<file path="src/rtl/cra_pipe_if.sv">
// Streaming operand/result bundle for the pipelined carry-ripple adder.
// The slave side is the adder; the master side is whoever feeds operands and drains results.
interface cra_pipe_if #(
  parameter int unsigned WIDTH = 32
);
  logic             VALID_in;
  logic             READY_out;
  logic [WIDTH-1:0] A_in;
  logic [WIDTH-1:0] B_in;
  logic             C_in;
  logic             SUB_in;
  logic             VALID_out;
  logic             READY_in;
  logic [WIDTH-1:0] S_out;
  logic             C_out;
  logic             OVF_out;

  modport slave (
    input  VALID_in,
    input  A_in,
    input  B_in,
    input  C_in,
    input  SUB_in,
    input  READY_in,
    output READY_out,
    output VALID_out,
    output S_out,
    output C_out,
    output OVF_out
  );

  modport master (
    output VALID_in,
    output A_in,
    output B_in,
    output C_in,
    output SUB_in,
    output READY_in,
    input  READY_out,
    input  VALID_out,
    input  S_out,
    input  C_out,
    input  OVF_out
  );
endinterface

</file>
<file path="src/rtl/cra_pipe.sv">
// Pipelined carry-ripple adder/subtractor. The operands are cut into STAGES equal chunks; each
// stage ripples one chunk and registers its carry-out for the next stage. Full operands travel
// with the beat so later stages find their chunk, and finished sum chunks accumulate so the
// complete result lines up in the last stage register, which drives the outputs directly.
// The interface width parameter must equal WIDTH.
module cra_pipe #(
  parameter int unsigned WIDTH  = 32,
  parameter int unsigned STAGES = 4
) (
  input logic         CLK_in,
  input logic         RSTn_in,
  cra_pipe_if.slave   bus
);

  localparam int unsigned CHUNK = WIDTH / STAGES;

  if ((STAGES < 1) || (STAGES > WIDTH) || ((WIDTH % STAGES) != 0)) begin : g_bad_cfg
    $error("cra_pipe: WIDTH must be a non-zero multiple of STAGES and STAGES <= WIDTH");
  end

  // Stage registers: index k holds a beat whose chunks 0..k are done.
  logic             vld_q [STAGES];
  logic [WIDTH-1:0] a_q   [STAGES];
  logic [WIDTH-1:0] b_q   [STAGES];
  logic [WIDTH-1:0] sum_q [STAGES];
  logic             cy_q  [STAGES];
  logic             ovf_q;
  logic             adv;

  // Whole pipe moves together whenever the output slot is free or being drained.
  always_comb begin
    adv           = bus.READY_in | ~vld_q[STAGES-1];
    bus.READY_out = adv;
    bus.VALID_out = vld_q[STAGES-1];
    bus.S_out     = sum_q[STAGES-1];
    bus.C_out     = cy_q[STAGES-1];
    bus.OVF_out   = ovf_q;
  end

  for (genvar k = 0; k < STAGES; k++) begin : g_stage
    logic [WIDTH-1:0] a_src;
    logic [WIDTH-1:0] b_src;
    logic [WIDTH-1:0] s_src;
    logic             c_src;
    logic             v_src;
    logic [CHUNK:0]   part;
    logic [WIDTH-1:0] s_new;

    if (k == 0) begin : g_first
      // Stage 0 takes operands straight from the port; subtraction inverts B here only.
      always_comb begin
        a_src = bus.A_in;
        b_src = bus.SUB_in ? ~bus.B_in : bus.B_in;
        s_src = '0;
        c_src = bus.C_in;
        v_src = bus.VALID_in;
      end
    end else begin : g_next
      // Later stages continue the beat held in the previous stage register.
      always_comb begin
        a_src = a_q[k-1];
        b_src = b_q[k-1];
        s_src = sum_q[k-1];
        c_src = cy_q[k-1];
        v_src = vld_q[k-1];
      end
    end

    // Ripple this stage's chunk and merge it into the partially built sum.
    always_comb begin
      part  = {1'b0, a_src[k*CHUNK +: CHUNK]} + {1'b0, b_src[k*CHUNK +: CHUNK]}
            + {{CHUNK{1'b0}}, c_src};
      s_new = s_src;
      s_new[k*CHUNK +: CHUNK] = part[CHUNK-1:0];
    end

    // Stage register; data only loads with a valid beat so bubbles never disturb held values.
    always_ff @(posedge CLK_in) begin
      if (!RSTn_in) begin
        vld_q[k] <= 1'b0;
        a_q[k]   <= '0;
        b_q[k]   <= '0;
        sum_q[k] <= '0;
        cy_q[k]  <= 1'b0;
      end else if (adv) begin
        vld_q[k] <= v_src;
        if (v_src) begin
          a_q[k]   <= a_src;
          b_q[k]   <= b_src;
          sum_q[k] <= s_new;
          cy_q[k]  <= part[CHUNK];
        end
      end
    end

    if (k == STAGES - 1) begin : g_ovf
      logic msb_cin;

      // Carry into the MSB recovered from the MSB sum bit and its two operand bits.
      always_comb begin
        msb_cin = part[CHUNK-1] ^ a_src[WIDTH-1] ^ b_src[WIDTH-1];
      end

      // Overflow flag registered alongside the final chunk.
      always_ff @(posedge CLK_in) begin
        if (!RSTn_in) begin
          ovf_q <= 1'b0;
        end else if (adv && v_src) begin
          ovf_q <= msb_cin ^ part[CHUNK];
        end
      end
    end
  end

endmodule

</file>
<file path="src/flat_wrapper.sv">
// flat-port wrapper written by rule: the top's interface ports become plain ports
module cra_pipe_flat 
#(
  parameter int unsigned WIDTH  = 32,
  parameter int unsigned STAGES = 4
)
  (CLK_in, RSTn_in, bus_VALID_in, bus_A_in, bus_B_in, bus_C_in, bus_SUB_in, bus_READY_in, bus_READY_out, bus_VALID_out, bus_S_out, bus_C_out, bus_OVF_out);
  cra_pipe_if #(.WIDTH(WIDTH)) bus_i ();
  input logic CLK_in;
  input logic RSTn_in;
  input wire logic [$bits(bus_i.VALID_in)-1:0] bus_VALID_in;
  input wire logic [$bits(bus_i.A_in)-1:0] bus_A_in;
  input wire logic [$bits(bus_i.B_in)-1:0] bus_B_in;
  input wire logic [$bits(bus_i.C_in)-1:0] bus_C_in;
  input wire logic [$bits(bus_i.SUB_in)-1:0] bus_SUB_in;
  input wire logic [$bits(bus_i.READY_in)-1:0] bus_READY_in;
  output wire logic [$bits(bus_i.READY_out)-1:0] bus_READY_out;
  output wire logic [$bits(bus_i.VALID_out)-1:0] bus_VALID_out;
  output wire logic [$bits(bus_i.S_out)-1:0] bus_S_out;
  output wire logic [$bits(bus_i.C_out)-1:0] bus_C_out;
  output wire logic [$bits(bus_i.OVF_out)-1:0] bus_OVF_out;
  assign bus_i.VALID_in = bus_VALID_in;
  assign bus_i.A_in = bus_A_in;
  assign bus_i.B_in = bus_B_in;
  assign bus_i.C_in = bus_C_in;
  assign bus_i.SUB_in = bus_SUB_in;
  assign bus_i.READY_in = bus_READY_in;
  assign bus_READY_out = bus_i.READY_out;
  assign bus_VALID_out = bus_i.VALID_out;
  assign bus_S_out = bus_i.S_out;
  assign bus_C_out = bus_i.C_out;
  assign bus_OVF_out = bus_i.OVF_out;
  cra_pipe #(.WIDTH(WIDTH), .STAGES(STAGES)) u_core (.CLK_in(CLK_in), .RSTn_in(RSTn_in), .bus(bus_i));
endmodule
</file>
<file path="config.mk">
export PLATFORM = sky130hd
export DESIGN_NAME = cra_pipe_flat
export DESIGN_NICKNAME = d
export VERILOG_FILES = /design/src/rtl/cra_pipe_if.sv /design/src/rtl/cra_pipe.sv /design/src/flat_wrapper.sv
export SDC_FILE = /design/constraint.sdc
export NUM_CORES = 1
export LEC_CHECK = 0
export CAP_MARGIN = 20
export CORE_ASPECT_RATIO = 0.9
export CORE_UTILIZATION = 30
export CTS_CLUSTER_SIZE = 24
export DETAILED_ROUTE_END_ITERATION = 10
export DONT_BUFFER_PORTS = 1
export PLACE_DENSITY = 0.46
export SETUP_SLACK_MARGIN = 0.4
export SYNTH_ARGS = -nofsm -noshare
export SYNTH_HDL_FRONTEND = slang
export SYNTH_SLANG_ARGS = --single-unit
</file>
<file path="constraint.sdc">
create_clock -name CLK_in -period 2.9 [get_ports CLK_in]
set_input_delay 0.435 -clock CLK_in [delete_from_list [all_inputs] [get_ports CLK_in]]
set_output_delay 0.435 -clock CLK_in [all_outputs]
set_load 0.005 [all_outputs]
</file>
-- After elaboration in Yosys (flattened, before gate mapping)
Memory sizes are Yosys's and may differ from the RTL's.
Cells that the tools add are included.
W data, S select, Z words.
- add/subtract/negate cells: 8
- muxes and demuxes: 41
- bitwise logic cells: 26
- reductions and logical operators: 1
- operators with widths (cell ; number):
    $mux W32 ; 13
    $add A8 B8 Y9 ; 4
    $add A9 B1 Y9 ; 4
    $not A32 Y32 ; 1
    $mux W1 ; 28
    $or A1 B1 Y1 ; 21
    $xor A1 B1 Y1 ; 3
    $logic_and A1 B1 Y1 ; 1
    $not A1 Y1 ; 1
- flip-flop bits (word level): 1
- RAM bits: 392
- memories kept: 5
- memories (memory ; words ; width ; read ports ; clocked after Yosys merged registers in ; wr ports ; RTL line ; source):
    u_core.a_q ; 4 ; 32 ; 3 ; 0 ; 4 ; cra_pipe.sv:23 ; logic [WIDTH-1:0] a_q [STAGES];
    u_core.b_q ; 4 ; 32 ; 3 ; 0 ; 4 ; cra_pipe.sv:24 ; logic [WIDTH-1:0] b_q [STAGES];
    u_core.sum_q ; 4 ; 32 ; 4 ; 0 ; 4 ; cra_pipe.sv:25 ; logic [WIDTH-1:0] sum_q [STAGES];
    u_core.cy_q ; 4 ; 1 ; 4 ; 0 ; 4 ; cra_pipe.sv:26 ; logic cy_q [STAGES];
    u_core.vld_q ; 4 ; 1 ; 4 ; 0 ; 4 ; cra_pipe.sv:22 ; logic vld_q [STAGES];

-- Longest topological paths before layout
Gate-level depths: netlist (run 1).
An unclocked memory read counts as a cell.
- depth after elaboration: 7
- depth in mapped cells: 12
- depth with buffers taken out: 10

-- Worst setup path after synthesis (run 1)
No wires, ideal clock.
- path type: input port to flip-flop
- start: in bus_SUB_in
- end: mem u_core.cy_q[0] (data pin)
- arrival time: 2.518 ns
- data required time: 2.637 ns
- setup slack: 0.119 ns
- stages: 12
- buffers on the path: 2
- path through: clkbuf_1 > buf_2 > xnor2_1 > fa_1 > inv_1 > fa_1 > a21o_1 > a21oi_1 > nor2b_1 > o21a_1 > o21ai_0 > a21oi_1
- RTL lines (element ; RTL line ; source):
    start, declared ; flat_wrapper.sv:15 ; input wire logic [$bits(bus_i.SUB_in)-1:0] bus_SUB_in;
    end, declared ; cra_pipe.sv:26 ;

==> report_table.html, run 1 <==
<table>
<tr><th>Metric</th><th>Value</th></tr>
<tr><th colspan="2">Route</th></tr>
<tr><td>Via count of the routed design</td><td>4,120</td></tr>
<tr><td>Number of DRC markers in iteration 0</td><td>217</td></tr>
<tr><td>Via count normalized by instance count</td><td>4.23</td></tr>
<tr><td>Total DRC errors in the routed layout</td><td>0</td></tr>
<tr><td>Number of antenna-violating nets in the routed design</td><td>0</td></tr>
<tr><td>Post-detailed-routing wire length</td><td>14,400 µm</td></tr>
<tr><td>First-pass iteration count of the detailed router</td><td>4</td></tr>
<tr><td>Mean routed wirelength per cell</td><td>14.8 µm</td></tr>
<tr><th colspan="2">Power and ir drop</th></tr>
<tr><td>Power per cell area</td><td>641 nW/µm²</td></tr>
<tr><td>Peak supply drop</td><td>0.298 mV</td></tr>
<tr><td>Leakage</td><td>3.54 nW</td></tr>
<tr><td>Total power after layout</td><td>6.00 mW</td></tr>
<tr><th colspan="2">Timing</th></tr>
<tr><td>Final setup violation count</td><td>0</td></tr>
<tr><td>Sum Neg Setup Slack</td><td>0 ps</td></tr>
<tr><td>Time the worst path needs with I/O delays and setup</td><td>2370 ps</td></tr>
<tr><td>Final period util</td><td>0.816</td></tr>
<tr><td>Relative max-transition margin</td><td>0.367</td></tr>
<tr><td>Setup repair after global routing missed its margin</td><td>yes</td></tr>
<tr><td>Actual transition at the worst max-transition pin</td><td>949 ps</td></tr>
<tr><td>Pins Over Slew Limit</td><td>0</td></tr>
<tr><td>Setup skew after layout</td><td>11.0 ps</td></tr>
<tr><td>Final Hold Vio Count</td><td>0</td></tr>
<tr><td>Hold Worst Slack</td><td>157 ps</td></tr>
<tr><td>Post-route setup slack</td><td>534 ps</td></tr>
<tr><td>Highest Clock Rate</td><td>423 MHz</td></tr>
<tr><th colspan="2">Finish</th></tr>
<tr><td>Number of diodes added for antenna fixing</td><td>0</td></tr>
<tr><td>Number of nets at the end of the flow</td><td>712</td></tr>
<tr><td>Reg area</td><td>5530 µm²</td></tr>
<tr><td>Commonest non-fill, non-tap cell in the layout</td><td>edfxtp_1</td></tr>
<tr><td>Area occupied by multi-input gates</td><td>2650 µm²</td></tr>
<tr><td>Finished Core Util</td><td>0.345</td></tr>
<tr><td>Most used cells in the layout excluding fill and tap cells</td><td>edfxtp_1, and2_1, nor2_1</td></tr>
<tr><td>Area grow syn2layout</td><td>12.8%</td></tr>
<tr><td>FILL cells</td><td>2,651</td></tr>
<tr><td>Share of cells above drive strength 1</td><td>0.0953</td></tr>
<tr><th colspan="2">Yosys</th></tr>
<tr><td>FFs w/ async S/R, synth</td><td>0</td></tr>
<tr><td>Warning count from the yosys run</td><td>0</td></tr>
<tr><td>Proportion of synthesized chip area in sequential cells</td><td>0.666</td></tr>
<tr><td>Ys flop type</td><td>edfxtp_1</td></tr>
<tr><td>Area contributors post-synth</td><td>edfxtp_1, and2_1, ha_1</td></tr>
<tr><td>Register bit total from synthesis</td><td>185</td></tr>
<tr><td>Syn avg cell area</td><td>13.9 µm²</td></tr>
<tr><td>Mapped Cells</td><td>599</td></tr>
<tr><td>Number of flops mapped to enable cells by yosys</td><td>182</td></tr>
<tr><td>Synth area leader</td><td>edfxtp_1</td></tr>
<tr><td>Syn_nets</td><td>705</td></tr>
<tr><td>Area of the mapped netlist</td><td>8300 µm²</td></tr>
<tr><td>Post-synth top area share</td><td>0.659</td></tr>
<tr><td>Post-synth cell types</td><td>41</td></tr>
<tr><th colspan="2">Placement</th></tr>
<tr><td>Estimated wirelength of the detail-placed design</td><td>10,500 µm</td></tr>
<tr><td>Place WS</td><td>393 ps</td></tr>
<tr><td>Final weighted congestion in routability-driven placement</td><td>0.810</td></tr>
<tr><td>I/O Buffers</td><td>0</td></tr>
<tr><th colspan="2">Run status</th></tr>
<tr><td>Status</td><td>complete, no violations</td></tr>
<tr><th colspan="2">Die</th></tr>
<tr><td>Die outline area</td><td>28,300 µm²</td></tr>
<tr><td>Placeable Area</td><td>27,100 µm²</td></tr>
<tr><td>Height of the die</td><td>160 µm</td></tr>
<tr><td>Initial standard-cell utilization of the core</td><td>0.306</td></tr>
<tr><td>Number of I/O pins</td><td>106</td></tr>
<tr><td>Width of the chip</td><td>177 µm</td></tr>
<tr><td># rows</td><td>57</td></tr>
<tr><th colspan="2">Clock network</th></tr>
<tr><td>Number of levels the H-tree was split into</td><td>4</td></tr>
<tr><td>Clock latency of the later-clocked register in the worst-skew pair</td><td>430 ps</td></tr>
<tr><td>Total CTS buffers</td><td>17</td></tr>
<tr><td>Max Root-Sink Buffers</td><td>2</td></tr>
<tr><td>TritonCTS clock tree</td><td>yes</td></tr>
<tr><td>Number of clock sinks seen by CTS</td><td>185</td></tr>
<tr><td>Root Buffer</td><td>clkbuf_16</td></tr>
<tr><td>CTS Hold Bufs</td><td>0</td></tr>
<tr><td>Clock transition time at the flip-flop clock pins of the worst setup and hold paths</td><td>70 ps</td></tr>
<tr><th colspan="2">Global routing</th></tr>
<tr><td>Largest net degree at the start of global routing</td><td>58</td></tr>
<tr><td>Met3 Use GR</td><td>0.0290</td></tr>
<tr><td>Via count of the first global-routing pass</td><td>4,207</td></tr>
<tr><td>GR met1 Demand/Resource</td><td>0.153</td></tr>
<tr><td>Antenna violations before repair</td><td>0</td></tr>
<tr><td>Met2 usage</td><td>0.153</td></tr>
<tr><td>Overflow left after global routing</td><td>0</td></tr>
<tr><td>First-pass GRT wire length</td><td>23,000 µm</td></tr>
<tr><td>Most heavily used metal layer in global routing</td><td>met1</td></tr>
<tr><td>Global-route usage over all layers</td><td>0.106</td></tr>
<tr><th colspan="2">Worst setup path</th></tr>
<tr><td>Arrival time at the worst endpoint</td><td>2670 ps</td></tr>
<tr><td>Category of the critical setup timing path</td><td>register to register</td></tr>
<tr><td>Startpoint type of the worst setup path</td><td>register</td></tr>
<tr><td>Maximum fanout count along the critical path</td><td>2</td></tr>
<tr><td>Data required time at the worst endpoint</td><td>3210 ps</td></tr>
<tr><td>Capturing element type of the critical path</td><td>register</td></tr>
<tr><th colspan="2">Run</th></tr>
<tr><td>Reported max-cap violation count</td><td>0</td></tr>
<tr><th colspan="2">Hold path</th></tr>
<tr><td>Worst min-delay path category</td><td>input port to register</td></tr>
</table>
==> metrics by stage <==
| step | instance area, µm² | cells |
|---|---|---|
| floorplan | 8320 | 599 |
| global placement | 8720 | 939 |
| detailed placement | 8720 | 939 |
| CTS | 9330 | 971 |
| global route | 9360 | 973 |
| finish | 9360 | 973 |
==> critical path, cell delays in order (launching register included) <==
cell and delay, ps:
edfxtp_1 360, inv_1 80, fa_1 190, inv_1 70, fa_2 370, a21o_1 210, a2111oi_4 390, buf_4 180
buf_4 100, o211ai_2 90, xnor2_1 150, o21ai_1 70
==> metal layers <==
metal	up-vias	share of wire	wire [µm]
li1	2123	-	-
met2	82	0.43	6240
met3	13	0.034	483
met4	0	0.013	191
met1	1902	0.52	7490
met5	-	0	0
==> final timing paths <==
kind / to / slack, ps / depth (start not counted) / startpoint
worst max register to register: u_core.bus.OVF_out / 530 / 11 / u_core.a_q[1][24]
worst min register to register: u_core.vld_q[2] / 490 / 2 / u_core.vld_q[2]
worst max-delay path: u_core.bus.OVF_out / 530 / 11 / u_core.a_q[1][24]
worst min-delay path: u_core.cy_q[2] / 160 / 2 / RSTn_in
==> power breakdown <==
group / switching, mW / internal, mW / total, mW
Sequential: 0.0599 / 3.13 / 3.19
Combinational: 0.281 / 0.208 / 0.489
Clock: 1.08 / 1.24 / 2.32
==> cells by family (layout without fill, tap and decap cells) <==
family | count (synthesis) | count (layout) | synth area share
AO/OA/AOI/OAI | 61 | 61 | 0.0502
XOR/XNOR | 47 | 47 | 0.0496
adder cells (fa/ha/maj) | 36 | 36 | 0.0615
buffers and inverters | 41 | 61 | 0.0194
flip-flops | 185 | 185 | 0.666
AND/OR/NAND/NOR | 229 | 229 | 0.153
==> final cells by class <==
class                   count  share of cell area
multi-input cells         373               0.284
well taps                 354              0.0473
clock inverters            15              0.0190
inverters                  22             0.00882
clock buffers              17              0.0454
repair buffers              7             0.00561
flip-flops and latches    185               0.590
==> Yosys cell counts, drive strengths merged, types with 2 or more instances <==
master,n
a211oi,3
a21o,5
a21oi,12
and2,127
buf,6
clkbuf,13
dfxtp,3
edfxtp,182
fa,8
ha,28
inv,22
nand2,13
nand2b,8
nor2,47
nor2b,7
nor3,17
nor3b,4
o211ai,2
o21a,12
o21ai,18
o21ba,2
or4,3
xnor2,34
xor2,13
==> repair_timing <==
item,CTS,global route
gates resized for setup,0,5
setup endpoints to repair,1,4
pin swaps,1,1
setup buffers,0,2
==> state kept, by name (all words and copies together), names as in the netlist <==
signal / cells
u_core.a_q: 48
u_core.b_q: 48
u_core.bus.OVF_out: 1
u_core.cy_q: 4
u_core.sum_q: 80
u_core.vld_q: 4
No activity file was read; power rests on OpenSTA's default activity.
==> inputs of run 2 (changes only) <==
PLACE_DENSITY = 0.45   (was 0.46)
clock period = 2.3 ns   (was 2.9 ns; I/O delays follow)
==> report_table.html, run 2 (same netlist as run 1, synthesis figures left out) <==
<table>
<tr><th>Metric</th><th>Value</th></tr>
<tr><th colspan="2">Worst setup path</th></tr>
<tr><td>Category of the critical setup timing path</td><td>register to register</td></tr>
<tr><td>Maximum fanout count along the critical path</td><td>2 (unchanged)</td></tr>
<tr><td>Data required time at the worst endpoint</td><td>2490 ps (-720 ps)</td></tr>
<tr><td>Arrival time at the worst endpoint</td><td>2510 ps (-160 ps)</td></tr>
<tr><td>CP Cell Sequence</td><td>inv_2 -&gt; fa_2 -&gt; inv_2 -&gt; fa_2 -&gt; a21o_1 -&gt; a2111oi_4 -&gt; nor2_2 -&gt; a21oi_1 -&gt; nor2b_1 -&gt; o21a_1</td></tr>
<tr><td>Crit-path leading delay family</td><td>compound AO/OA/AOI/OAI gates</td></tr>
<tr><td>Capturing element type of the critical path</td><td>register</td></tr>
<tr><td>Cell with the largest stage delay on the worst path</td><td>a2111oi_4</td></tr>
<tr><td>Buf+Inv Stages, Crit Path</td><td>2 (-2)</td></tr>
<tr><td>Critical path depth in cells</td><td>10 (-1)</td></tr>
<tr><td>Worst path max stage delay</td><td>410 ps (+20 ps)</td></tr>
<tr><td>Reg2reg path depth</td><td>10 (-1)</td></tr>
<tr><td>Startpoint type of the worst setup path</td><td>register</td></tr>
<tr><th colspan="2">Power and ir drop</th></tr>
<tr><td>Total power after layout</td><td>7.64 mW (+27%)</td></tr>
<tr><td>Leakage</td><td>3.64 nW (+2.7%)</td></tr>
<tr><td>Relative contribution of combinational cells to total power</td><td>0.096 (+0.015)</td></tr>
<tr><td>Power per cell area</td><td>784 nW/µm² (+22%)</td></tr>
<tr><td>Psw</td><td>1.90 mW (+33%)</td></tr>
<tr><td>Sequential cell fraction of total power</td><td>0.526 (-0.005)</td></tr>
<tr><td>Peak supply drop</td><td>0.433 mV (+45%)</td></tr>
<tr><td>Internal portion of total power</td><td>5.74 mW (+26%)</td></tr>
<tr><td>Share of power burned in the clock network</td><td>0.378 (-0.009)</td></tr>
<tr><td>Fraction of power spent switching nets</td><td>0.248 (+0.0107)</td></tr>
<tr><th colspan="2">Finish</th></tr>
<tr><td>Share of cells above drive strength 1</td><td>0.191 (+0.0955)</td></tr>
<tr><td>Register ranked first by flip-flop count</td><td>u_core.sum_q</td></tr>
<tr><td>Number of flip-flops under the largest register name</td><td>80 (unchanged)</td></tr>
<tr><td>Number of nets at the end of the flow</td><td>727 (+2.1%)</td></tr>
<tr><td>Largest registers</td><td>u_core.sum_q x80, u_core.a_q x48, u_core.b_q x48</td></tr>
<tr><td>Area grow syn2layout</td><td>17.4%</td></tr>
<tr><td>Finished Core Util</td><td>0.360 (+0.0142)</td></tr>
<tr><td>Number of diodes added for antenna fixing</td><td>0 (unchanged)</td></tr>
<tr><td>Commonest non-fill, non-tap cell in the layout</td><td>edfxtp_1</td></tr>
<tr><td>Cell Count, Final, Fillers Out</td><td>988 (+1.5%)</td></tr>
<tr><td>Most used cells in the layout excluding fill and tap cells</td><td>edfxtp_1, and2_1, nor2_1</td></tr>
<tr><th colspan="2">Timing</th></tr>
<tr><td>Final Hold Vio Count</td><td>0 (unchanged)</td></tr>
<tr><td>Post-route setup slack</td><td>-23.5 ps (-558 ps)</td></tr>
<tr><td>Hold Worst Slack</td><td>60.3 ps (-97.0 ps)</td></tr>
<tr><td>Final period util</td><td>1.01 (+0.194)</td></tr>
<tr><td>Pins Over Slew Limit</td><td>0 (unchanged)</td></tr>
<tr><td>Actual transition at the worst max-transition pin</td><td>424 ps (-524 ps)</td></tr>
<tr><td>Final setup violation count</td><td>1 (+1)</td></tr>
<tr><td>Setup repair after global routing missed its margin</td><td>yes</td></tr>
<tr><td>Time the worst path needs with I/O delays and setup</td><td>2320 ps (-42.3 ps)</td></tr>
<tr><td>Highest Clock Rate</td><td>430 MHz (+1.8%)</td></tr>
<tr><td>Relative max-transition margin</td><td>0.717 (+0.350)</td></tr>
<tr><td>Setup skew after layout</td><td>10.2 ps (-0.803 ps)</td></tr>
<tr><th colspan="2">Clock network</th></tr>
<tr><td>Max Root-Sink Buffers</td><td>2 (unchanged)</td></tr>
<tr><td>Total CTS buffers</td><td>17 (unchanged)</td></tr>
<tr><td>CTS Hold Bufs</td><td>0 (unchanged)</td></tr>
<tr><td>Number of clock sinks seen by CTS</td><td>185 (unchanged)</td></tr>
<tr><td>Clock latency of the later-clocked register in the worst-skew pair</td><td>430 ps (about the same)</td></tr>
<tr><td>Root Buffer</td><td>clkbuf_16</td></tr>
<tr><td>Number of levels the H-tree was split into</td><td>4 (unchanged)</td></tr>
<tr><td>Clock transition time at the flip-flop clock pins of the worst setup and hold paths</td><td>70 ps (about the same)</td></tr>
<tr><td>TritonCTS clock tree</td><td>yes</td></tr>
<tr><th colspan="2">Route</th></tr>
<tr><td>Via count of the routed design</td><td>4,281 (+3.9%)</td></tr>
<tr><td>First-pass iteration count of the detailed router</td><td>4 (unchanged)</td></tr>
<tr><td>Number of DRC markers in iteration 0</td><td>277 (+28%)</td></tr>
<tr><td>Mean routed wirelength per cell</td><td>15.1 µm (+2.2%)</td></tr>
<tr><td>Via count normalized by instance count</td><td>4.33 (+2.3%)</td></tr>
<tr><td>Number of antenna-violating nets in the routed design</td><td>0 (unchanged)</td></tr>
<tr><td>Total DRC errors in the routed layout</td><td>0 (unchanged)</td></tr>
<tr><td>Post-detailed-routing wire length</td><td>14,900 µm (+3.8%)</td></tr>
<tr><th colspan="2">Run status</th></tr>
<tr><td>Status</td><td>finished, violations left</td></tr>
<tr><td>Failing checks</td><td>setup timing</td></tr>
<tr><th colspan="2">Global routing</th></tr>
<tr><td>Via count of the first global-routing pass</td><td>4,371 (+3.9%)</td></tr>
<tr><td>First-pass GRT wire length</td><td>23,200 µm (+0.63%)</td></tr>
<tr><td>Overflow left after global routing</td><td>0 (unchanged)</td></tr>
<tr><td>Global-route usage over all layers</td><td>0.107 (+0.000518)</td></tr>
<tr><td>Largest net degree at the start of global routing</td><td>58 (unchanged)</td></tr>
<tr><td>Antenna violations before repair</td><td>0 (unchanged)</td></tr>
<tr><th colspan="2">Die</th></tr>
<tr><td>Number of I/O pins</td><td>106 (unchanged)</td></tr>
<tr><td>Initial standard-cell utilization of the core</td><td>0.306 (unchanged)</td></tr>
<tr><td># rows</td><td>57 (unchanged)</td></tr>
<tr><td>Height of the die</td><td>160 µm (unchanged)</td></tr>
<tr><td>Die outline area</td><td>28,300 µm² (unchanged)</td></tr>
<tr><td>Width of the chip</td><td>177 µm (unchanged)</td></tr>
<tr><td>Placeable Area</td><td>27,100 µm² (unchanged)</td></tr>
<tr><th colspan="2">Run</th></tr>
<tr><td>Reported max-cap violation count</td><td>0 (unchanged)</td></tr>
<tr><th colspan="2">Placement</th></tr>
<tr><td>Final weighted congestion in routability-driven placement</td><td>0.794 (-2.0%)</td></tr>
<tr><td>Placed cell count</td><td>944 (+0.53%)</td></tr>
<tr><td>I/O Buffers</td><td>0 (unchanged)</td></tr>
<tr><td>Place WS</td><td>-17.3 ps (-411 ps)</td></tr>
<tr><td>Estimated wirelength of the detail-placed design</td><td>10,700 µm (+2.1%)</td></tr>
<tr><th colspan="2">Hold path</th></tr>
<tr><td>Cell depth of the worst min-delay path</td><td>2 (unchanged)</td></tr>
<tr><td>Worst min-delay path category</td><td>input port to register</td></tr>
</table>
run 2: changes by cell type in the layout (fill, tap and decap cells not counted), moves of 4 or more:
cell / delta
inv_1: -13
inv_2: +11
buf_4: +7
fa_1: -5
fa_2: +5
ha_1: -5
nor3_1: -5
nor3_2: +5
o21ai_0: -5
o21ai_2: +5
buf_12: +4
buf_6: +4
run 2: power groups by stage:
stage                     registers [mW]  clock network (mW)  logic [mW]
after floorplan                     4.06                   0       0.513
after global placement              4.10                   0       0.643
after detailed placement            4.10                   0       0.650
after CTS                           4.02                2.97       0.685
after global routing                4.04                3.09       0.815
final                               4.02                2.89       0.730
run 2: worst paths after layout:
kind / slack, ps / end / from
worst max register to register: -20 / u_core.cy_q[3] / u_core.a_q[1][24]
worst min-delay path: 60 / u_core.cy_q[2] / RSTn_in
worst max-delay path: -20 / u_core.cy_q[3] / u_core.a_q[1][24]
worst min register to register: 500 / u_core.vld_q[2] / u_core.vld_q[2]
run 2: what timing repair did:
| action | CTS | global route |
|---|---|---|
| setup endpoints to repair | 15 | 95 |
| endpoints found under the hold margin | 0 | 0 |
| resized for setup | 16 | 38 |
| setup buffers | 8 | 4 |
| pin swaps | 13 | 14 |
run 2: layer usage:
metal / wire length [µm] / GRT usage / up-vias
met4: 229 / 0.0369 / 0
li1: - / - / 2145
met2: 6690 / 0.159 / 79
met5: 0 / 0 / -
met1: 7530 / 0.148 / 2042
met3: 488 / 0.0317 / 15
run 2: area by class of cell:
| type | instances | area [µm²] |
|---|---|---|
| Clock inverter | 15 | 178 |
| Fill cell | 2631 | 17400 |
| Sequential cell | 185 | 5530 |
| Inverter | 22 | 88.8 |
| Multi-Input combinational cell | 373 | 2850 |
| Timing Repair Buffer | 22 | 230 |
| Clock buffer | 17 | 425 |
| Tap cell | 354 | 443 |
run 2: through the flow:
step | area [µm²] | TNS [ps]
final | 9750 | -23.5
after floorplan | 8400 | -79.1
after global placement | 8860 | 0
after CTS | 9580 | -5.52
after detailed placement | 8860 | -17.3
after global routing | 9750 | -430
==> inputs of run 3 (changes only) <==
RECOVER_POWER = 100   (was default)
==> report_table.html, run 3 (same netlist as run 1, synthesis figures left out) <==
<table>
<tr><th>Metric</th><th>Value</th></tr>
<tr><th colspan="2">Power and ir drop</th></tr>
<tr><td>Power per cell area</td><td>788 nW/µm² (+0.55%)</td></tr>
<tr><td>Leakage</td><td>3.53 nW (-3.0%)</td></tr>
<tr><td>Peak supply drop</td><td>0.432 mV (-0.25%)</td></tr>
<tr><td>Total power after layout</td><td>7.61 mW (-0.43%)</td></tr>
<tr><th colspan="2">Route</th></tr>
<tr><td>Post-detailed-routing wire length</td><td>14,900 µm (-0.11%)</td></tr>
<tr><td>Via count of the routed design</td><td>4,268 (-0.30%)</td></tr>
<tr><td>Number of antenna-violating nets in the routed design</td><td>0 (unchanged)</td></tr>
<tr><td>Number of DRC markers in iteration 0</td><td>281 (+1.4%)</td></tr>
<tr><td>Via count normalized by instance count</td><td>4.32 (-0.30%)</td></tr>
<tr><td>Total DRC errors in the routed layout</td><td>0 (unchanged)</td></tr>
<tr><td>First-pass iteration count of the detailed router</td><td>4 (unchanged)</td></tr>
<tr><td>Mean routed wirelength per cell</td><td>15.1 µm (-0.11%)</td></tr>
<tr><th colspan="2">Global routing</th></tr>
<tr><td>Antenna violations before repair</td><td>0 (unchanged)</td></tr>
<tr><td>First-pass GRT wire length</td><td>23,200 µm (unchanged)</td></tr>
<tr><td>Via count of the first global-routing pass</td><td>4,371 (unchanged)</td></tr>
<tr><td>Global-route usage over all layers</td><td>0.107 (unchanged)</td></tr>
<tr><td>Overflow left after global routing</td><td>0 (unchanged)</td></tr>
<tr><td>Largest net degree at the start of global routing</td><td>58 (unchanged)</td></tr>
<tr><th colspan="2">Timing</th></tr>
<tr><td>Final period util</td><td>1.01 (about the same)</td></tr>
<tr><td>Final Hold Vio Count</td><td>0 (unchanged)</td></tr>
<tr><td>Post-route setup slack</td><td>-25.3 ps (-1.77 ps)</td></tr>
<tr><td>Highest Clock Rate</td><td>430 MHz (about the same)</td></tr>
<tr><td>Setup repair after global routing missed its margin</td><td>yes</td></tr>
<tr><td>Time the worst path needs with I/O delays and setup</td><td>2330 ps (+1.77 ps)</td></tr>
<tr><td>Pins Over Slew Limit</td><td>0 (unchanged)</td></tr>
<tr><td>Actual transition at the worst max-transition pin</td><td>852 ps (+427 ps)</td></tr>
<tr><td>Setup skew after layout</td><td>11.2 ps (+0.984 ps)</td></tr>
<tr><td>Final setup violation count</td><td>1 (unchanged)</td></tr>
<tr><td>Hold Worst Slack</td><td>61.0 ps (+0.758 ps)</td></tr>
<tr><td>Relative max-transition margin</td><td>0.432 (-0.285)</td></tr>
<tr><th colspan="2">Worst setup path</th></tr>
<tr><td>Worst setup slack for register-to-register paths</td><td>-30 ps (about the same)</td></tr>
<tr><td>Capturing element type of the critical path</td><td>register</td></tr>
<tr><td>Category of the critical setup timing path</td><td>register to register</td></tr>
<tr><td>CP Cell Sequence</td><td>inv_2 -&gt; fa_2 -&gt; inv_2 -&gt; fa_2 -&gt; a21o_1 -&gt; a2111oi_4 -&gt; nor2_2 -&gt; a21oi_1 -&gt; nor2b_1 -&gt; o21a_1</td></tr>
<tr><td>Startpoint of the worst-slack reg-to-reg timing path</td><td>u_core.a_q[1][24]</td></tr>
<tr><td>Cell with the largest stage delay on the worst path</td><td>a2111oi_4</td></tr>
<tr><td>Startpoint type of the worst setup path</td><td>register</td></tr>
<tr><td>Worst path max stage delay</td><td>410 ps (about the same)</td></tr>
<tr><td>Start point of the critical path</td><td>u_core.a_q[1][24]</td></tr>
<tr><td>Reg2reg path depth</td><td>10 (unchanged)</td></tr>
<tr><td>Arrival time at the worst endpoint</td><td>2510 ps (about the same)</td></tr>
<tr><td>Maximum fanout count along the critical path</td><td>2 (unchanged)</td></tr>
<tr><td>Data required time at the worst endpoint</td><td>2480 ps (about the same)</td></tr>
<tr><th colspan="2">Hold path</th></tr>
<tr><td>Worst min-delay path category</td><td>input port to register</td></tr>
<tr><td>Cell depth of the worst min-delay path</td><td>2 (unchanged)</td></tr>
<tr><td>Min-delay src</td><td>RSTn_in</td></tr>
<tr><th colspan="2">Die</th></tr>
<tr><td>Number of I/O pins</td><td>106 (unchanged)</td></tr>
<tr><td>Die outline area</td><td>28,300 µm² (unchanged)</td></tr>
<tr><td>Width of the chip</td><td>177 µm (unchanged)</td></tr>
<tr><td>Placeable Area</td><td>27,100 µm² (unchanged)</td></tr>
<tr><td># rows</td><td>57 (unchanged)</td></tr>
<tr><td>Height of the die</td><td>160 µm (unchanged)</td></tr>
<tr><td>Initial standard-cell utilization of the core</td><td>0.306 (unchanged)</td></tr>
<tr><th colspan="2">Finish</th></tr>
<tr><td>Number of nets at the end of the flow</td><td>727 (unchanged)</td></tr>
<tr><td>Number of flip-flops under the largest register name</td><td>80 (unchanged)</td></tr>
<tr><td>Number of diodes added for antenna fixing</td><td>0 (unchanged)</td></tr>
<tr><td>FILL cells</td><td>2,650 (+0.72%)</td></tr>
<tr><td>Most used cells in the layout excluding fill and tap cells</td><td>edfxtp_1, and2_0, nor2_1, and2_1, xnor2_1</td></tr>
<tr><td>Area grow syn2layout</td><td>16.3%</td></tr>
<tr><td>Share of cells above drive strength 1</td><td>0.172 (-0.0189)</td></tr>
<tr><td>Cell Count, Final, Fillers Out</td><td>988 (unchanged)</td></tr>
<tr><td>Commonest non-fill, non-tap cell in the layout</td><td>edfxtp_1</td></tr>
<tr><td>Register ranked first by flip-flop count</td><td>u_core.sum_q</td></tr>
<tr><td>Largest registers</td><td>u_core.sum_q x80, u_core.a_q x48, u_core.b_q x48</td></tr>
<tr><th colspan="2">Clock network</th></tr>
<tr><td>Root Buffer</td><td>clkbuf_16</td></tr>
<tr><td>Clock latency of the later-clocked register in the worst-skew pair</td><td>430 ps (about the same)</td></tr>
<tr><td>Number of levels the H-tree was split into</td><td>4 (unchanged)</td></tr>
<tr><td>Total CTS buffers</td><td>17 (unchanged)</td></tr>
<tr><td>Clock transition time at the flip-flop clock pins of the worst setup and hold paths</td><td>70 ps (about the same)</td></tr>
<tr><td>TritonCTS clock tree</td><td>yes</td></tr>
<tr><td>CTS Hold Bufs</td><td>0 (unchanged)</td></tr>
<tr><td>Max Root-Sink Buffers</td><td>2 (unchanged)</td></tr>
<tr><td>Number of clock sinks seen by CTS</td><td>185 (unchanged)</td></tr>
<tr><th colspan="2">Run status</th></tr>
<tr><td>Failing checks</td><td>setup timing</td></tr>
<tr><td>Status</td><td>finished, violations left</td></tr>
<tr><th colspan="2">Placement</th></tr>
<tr><td>Final weighted congestion in routability-driven placement</td><td>0.794 (unchanged)</td></tr>
<tr><td>Placed cell count</td><td>944 (unchanged)</td></tr>
<tr><td>I/O Buffers</td><td>0 (unchanged)</td></tr>
<tr><td>Estimated wirelength of the detail-placed design</td><td>10,700 µm (unchanged)</td></tr>
<tr><th colspan="2">Run</th></tr>
<tr><td>Reported max-cap violation count</td><td>0 (unchanged)</td></tr>
</table>
==> run 3: metrics by stage <==
step	TNS (ps)	area (µm²)	setup slack (ps)	utilization
final	-25.3	9650	-25.3	0.356
after global routing	-965	9650	-162	0.356
after CTS	-5.52	9580	-5.52	0.353
after detailed placement	-17.3	8860	-17.3	0.327
after global placement	0	8860	30.5	0.327
after floorplan	-79.1	8400	-39.8	-
==> run 3: where the power goes <==
part / total [mW] / leakage [nW] / switching (mW) / internal [mW]
Clock: 2.88 / 0.290 / 1.41 / 1.47
Sequential: 4.02 / 1.97 / 0.0823 / 3.94
Combinational: 0.703 / 1.26 / 0.393 / 0.311
Total: 7.61 / 3.53 / 1.88 / 5.72
==> run 3: final timing paths <==
path,to
setup / recovery,u_core.cy_q[3]
hold / removal,u_core.cy_q[2]
setup reg to reg,u_core.cy_q[3]
hold reg to reg,u_core.vld_q[2]
==> run 3: worst max-delay path: cells and delay by family (launching register included) <==
kind                     cells  cell delay (ps)
flip-flops                   1              390
buffers and inverters        2              110
AO/OA/AOI/OAI                4              910
adder cells (fa/ha/maj)      2              540
AND/OR/NAND/NOR              2              130
==> run 3: timing repair <==
action / CTS / global route
setup buffers: 8 / 4
endpoints found under the hold margin: 0 / 0
setup endpoints to repair: 15 / 95
gates resized for setup: 16 / 38
pin swaps: 13 / 14
gates cloned: 0 / 0
==> run 3: cell type report <==
| cell class | count | area [µm²] | area share |
|---|---|---|---|
| Multi-Input combinational cell | 373 | 2830 | 0.294 |
| Inverter | 22 | 83.8 | 0.00869 |
| Clock inverter | 15 | 178 | 0.0184 |
| Tap cell | 354 | 443 | 0.0459 |
| Sequential cell | 185 | 5530 | 0.573 |
| Timing Repair Buffer | 22 | 161 | 0.0167 |
| Clock buffer | 17 | 425 | 0.0441 |
==> run 3: routing by layer <==
layer  GRT usage  part of all wire
met1       0.148              0.51
met3      0.0317             0.034
met4      0.0369             0.016
met2       0.159              0.44
met5           0                 0
